<file path="src/rtl/weight_bit_sequencer.sv">
// Serializes M latched two's-complement weights into Pw bit planes, LSB first,
// framed by a clear pulse before the planes and a done pulse after the last one.
module weight_bit_sequencer #(
  parameter int unsigned M  = 16,
  parameter int unsigned Pw = 8
) (
  input  logic            clk,
  input  logic            rst_n,
  input  logic            start_valid,
  output logic            start_ready,
  input  logic [M*Pw-1:0] w_in,
  input  logic            abort,
  output logic            cl_en,
  output logic            w_en,
  output logic            MSB_w,
  output logic [M-1:0]    w_bits,
  output logic            done
);

  localparam int unsigned BW = (Pw > 1) ? $clog2(Pw) : 1;
  localparam logic [BW-1:0] BLast = BW'(Pw - 1);

  typedef enum logic [1:0] {StIdle, StClear, StShift, StDone} state_e;

  state_e            state_q, state_d;
  logic [BW-1:0]     b_q, b_d;
  logic [M*Pw-1:0]   latch_q, latch_d;

  always_ff @(posedge clk or negedge rst_n) begin
    if (!rst_n) begin
      state_q <= StIdle;
      b_q     <= '0;
      latch_q <= '0;
    end else begin
      state_q <= state_d;
      b_q     <= b_d;
      latch_q <= latch_d;
    end
  end

  // Abort outranks acceptance and cancels from any busy state.
  always_comb begin
    state_d = state_q;
    b_d     = b_q;
    latch_d = latch_q;
    case (state_q)
      StIdle: begin
        if (start_valid && !abort) begin
          state_d = StClear;
          latch_d = w_in;
        end
      end
      StClear: begin
        b_d     = '0;
        state_d = abort ? StIdle : StShift;
      end
      StShift: begin
        if (abort) begin
          state_d = StIdle;
          b_d     = '0;
        end else if (b_q == BLast) begin
          state_d = StDone;
          b_d     = '0;
        end else begin
          b_d = b_q + BW'(1);
        end
      end
      StDone: begin
        state_d = StIdle;
      end
      default: begin
        state_d = StIdle;
        b_d     = '0;
      end
    endcase
  end

  // Outputs depend only on registered state, counter and latch.
  always_comb begin
    logic [Pw-1:0] wt;
    wt          = '0;
    start_ready = (state_q == StIdle);
    cl_en       = (state_q == StClear);
    w_en        = (state_q == StShift);
    MSB_w       = (state_q == StShift) && (b_q == BLast);
    done        = (state_q == StDone);
    w_bits      = '0;
    if (state_q == StShift) begin
      for (int j = 0; j < int'(M); j++) begin
        wt        = latch_q[j*Pw +: Pw];
        w_bits[j] = wt[b_q];
      end
    end
  end

endmodule

</file>
<file path="config.mk">
export PLATFORM = sky130hd
export DESIGN_NAME = weight_bit_sequencer
export DESIGN_NICKNAME = d
export VERILOG_FILES = /design/src/rtl/weight_bit_sequencer.sv
export SDC_FILE = /design/constraint.sdc
export NUM_CORES = 1
export LEC_CHECK = 0
export ABC_AREA = 1
export CORE_ASPECT_RATIO = 0.7
export CORE_MARGIN = 4
export CORE_UTILIZATION = 54
export CTS_CLUSTER_DIAMETER = 120
export DETAILED_ROUTE_END_ITERATION = 16
export PLACE_DENSITY = 0.88
export SLEW_MARGIN = 10
export SYNTH_ARGS = -nofsm -noshare
export SYNTH_HDL_FRONTEND = slang
export SYNTH_SLANG_ARGS = --single-unit
</file>
<file path="constraint.sdc">
create_clock -name clk -period 2.8 [get_ports clk]
set_clock_uncertainty 0.05 [all_clocks]
set_input_delay 0.84 -clock clk [delete_from_list [all_inputs] [get_ports clk]]
set_output_delay 0.84 -clock clk [all_outputs]
set_load 0.1 [all_outputs]
</file>
==> results by group <==
Synthesis
  – Synth warnings: 0
  – Largest family of logic cells by synthesized area: simple AND/OR/NAND/NOR gates
  – Mean area per synthesized cell: 7.435 um2
  – Post-synthesis share of cell area spent on xor and xnor gates: 0%
  – Summed instance area of the synthesized netlist: 0.006528 mm2
  – Register area share after synthesis: 50.99%
  – Post-synthesis net count: 1,016
  – Syn Inst Count: 878
  – Fraction of the mapped netlist area in compound gates: 10.27%
  – Fraction of synthesized area in multiplexers: 0%
  – Area share of and/or/nand/nor cells after synthesis: 25.38%
  – Number of distinct library cells after synthesis: 14
  – Fraction of the mapped netlist area in adder cells: 1.150%
  – FF+latch count, synth: 133

Power and ir drop
  – P per Cell Area: 1121 mW/mm2
  – Overall power of the completed layout: 10,270 uW
  – Pleak: 0.004558 uW
  – Worst supply voltage drop on vdd: 826.7 uV

Min path
  – Min-delay worst type: in2async

Place
  – Number of placed instances, taps included: 1,151
  – Detailed-placement wirelength estimate: 11,580 um
  – Count of buffers from port buffering: 152
  – Routability cong.: 0.8052

Layout
  – Area of the multi-input gates: 0.002537 mm2
  – Final instance count without filler cells: 1,186
  – Nets@finish: 1,154
  – Fraction of layout cells with a size suffix above 1: 9.815%
  – Sequential Area: 0.003329 mm2
  – Antenna Diode Count: 0
  – P&R area growth vs syn: 40.33%
  – Fill cell count: 805

Worst setup path
  – Sequence of cells on the critical path: inv_2 > buf_8 > nand2_1 > nand3_1 > nand2_1 > nor2_1 > nor2_4 > buf_12
  – Worst setup path class: reg2out
  – Critical path's slowest cell: sky130_fd_sc_hd__dfrtp_2
  – Most used cell, CP: sky130_fd_sc_hd__nand2_1
  – Arrival time worst endpoint: 1910 ps
  – Critical path data required time: 1910 ps
  – Biggest cell delay along the critical path: 450 ps
  – Maximum fanout encountered on the critical timing path: 27
  – Element type at the critical path end: output pin
  – Number of buffer and inverter stages on the critical path: 3
  – Type of origin of the critical path: register
  – Cell type group with the largest total delay on the critical path: simple AND/OR/NAND/NOR gates

Floorplanning
  – I/O pin total: 153
  – Standard cell core area: 0.01177 mm2
  – Number of placement rows: 33
  – Die area: 0.01394 mm2
  – Height of the die: 99.99 um
  – Starting Density: 55.47%
  – Die outline width: 139.4 um

Route
  – Post-Route WL: 17,780 um
  – DRC violations left: 0
  – Number of nets still failing antenna checks after routing: 0
  – Drt first-iter violations: 434
  – DR pass1 iterations: 6
  – DR vias: 6,187
  – Mean number of vias per cell: 5.217
  – Average detailed-routed wire length per instance: 14.99 um

GRT
  – Global-route wire length before repair: 29,150 um
  – Vias in the first global route: 5,991
  – Overall routing resource usage: 25.85%
  – Remaining global-route overflow: 0
  – Pin count of the biggest net entering global routing: 89
  – Initial antenna violation count: 0

Timing
  – Count of final max-slew check failures: 0
  – Final hold viol count: 0
  – Relative max-transition margin: 65.79%
  – Worst-Margin Slew: 513.1 ps
  – Min cycle time layout: 2797 ps
  – Setup violators final: 0
  – Final worst path period share: 99.91%
  – Final hold slack: 333.2 ps
  – Fmax: 357.5 MHz
  – Setup repair after global routing missed its margin: true

Clock network
  – Insertion delay of the later-clocked pin in the worst-skew pair: 400 ps
  – TritonCTS Sinks: 133
  – Clock tree from TritonCTS: done
  – Total CTS buffers: 17
  – Clock root buffer: sky130_fd_sc_hd__clkbuf_16
  – Clock Pin Slew Worst Setup and Hold Paths: 60 ps
  – Maximum level of the CTS H-tree: 4
  – Clock buffer depth: 2

Run status
  – Outcome: complete, no violations

Job
  – Max-cap violation count: 0
-- registers in the layout (all words and copies together), names as in the netlist --
signal   cells
latch_q    128
b_q          3
state_q      2
-- layout make-up --
class | count | share of cell area, %
multi-input combinational | 553 | 27.70
sequential | 133 | 36.35
timing repair buffer | 174 | 21.32
clock buffer | 20 | 4.876
tap | 157 | 2.145
clock inverter | 12 | 1.953
inverter | 137 | 5.655
-- worst paths after layout --
kind	from	endpoint	slack [ps]	cells after the start
max	b_q[0]	w_bits[5]	3	8
min	rst_n	latch_q[3]	330	1
max reg2reg	state_q[0]	latch_q[109]	1000	6
min reg2reg	latch_q[31]	latch_q[31]	460	2
max in group asynchronous	rst_n	latch_q[55]	1740	2
min in group clk	latch_q[31]	latch_q[31]	460	2
-- synthesized netlist by cell type --
cell	n	area [um2]
sky130_fd_sc_hd__ha_1	6	75.07
sky130_fd_sc_hd__a21oi_1	130	650.6
sky130_fd_sc_hd__clkbuf_1	7	26.28
sky130_fd_sc_hd__nand3_1	82	410.4
sky130_fd_sc_hd__nor2_1	165	619.3
sky130_fd_sc_hd__nand4_1	1	6.260
sky130_fd_sc_hd__o21ai_0	4	20.02
sky130_fd_sc_hd__buf_4	7	52.55
sky130_fd_sc_hd__dfrtp_1	133	3328
sky130_fd_sc_hd__nand2_1	164	615.6
sky130_fd_sc_hd__nor3_1	1	5.000
sky130_fd_sc_hd__inv_1	137	514.2
sky130_fd_sc_hd__buf_2	40	200.2
sky130_fd_sc_hd__buf_1	1	3.750
-- cells by family (layout without fill, tap and decap cells) --
logic type,count (synthesis),in the layout
flip-flops,133,133
buffers and inverters,192,343
adder cells (fa/ha/maj),6,6
AND/OR/NAND/NOR,413,413
AO/OA/AOI/OAI,134,134
-- per-layer routing --
metal	routed length, um	global-route usage, %	vias up
met1	7714	36.68	2904
li1	-	-	2971
met4	262	6.917	0
met2	8198	40.68	283
met5	0	0	-
met3	1600	5.857	29
-- metrics by stage --
| step | worst slack, ps | utilization, % | cell area (um2) | TNS [ps] |
|---|---|---|---|---|
| 6_report | 2.510 | 77.84 | 9160 | 0 |
| 3_3_place_gp | 431.0 | 72.04 | 8477 | 0 |
| 3_5_place_dp | 386.2 | 72.04 | 8477 | 0 |
| 5_1_grt | -68.92 | 77.84 | 9160 | -73.37 |
| 2_1_floorplan | 13.71 | - | 6630 | 0 |
| 4_1_cts | 8.152 | 77.51 | 9121 | 0 |
-- power by group --
part           switching (uW)  internal (uW)  leakage, uW
Combinational            3170           1680      0.00280
Clock                     842           1520     0.000308
Sequential                260           2800      0.00145
-- cell usage in the layout (no fill, tap or decap), drive strengths merged --
cell type	synthesis	layout
clkdlybuf4s50	0	130
a21oi	130	130
clkbuf	7	20
nand4	1	1
bufinv	0	4
dfrtp	133	133
clkinvlp	0	1
ha	6	6
o21ai	4	4
clkinv	0	8
nand2	164	164
nor3	1	1
nor2	165	165
nand3	82	82
inv	137	136
buf	48	44
-- repair_timing --
action,CTS,global route
pin swaps,0,3
hold endpoints to repair,0,0
gates cloned,0,0
setup buffers,2,1
resized for setup,1,9
hold buffers,0,0
setup endpoints to repair,12,15
(Power assumes the default switching activity.)
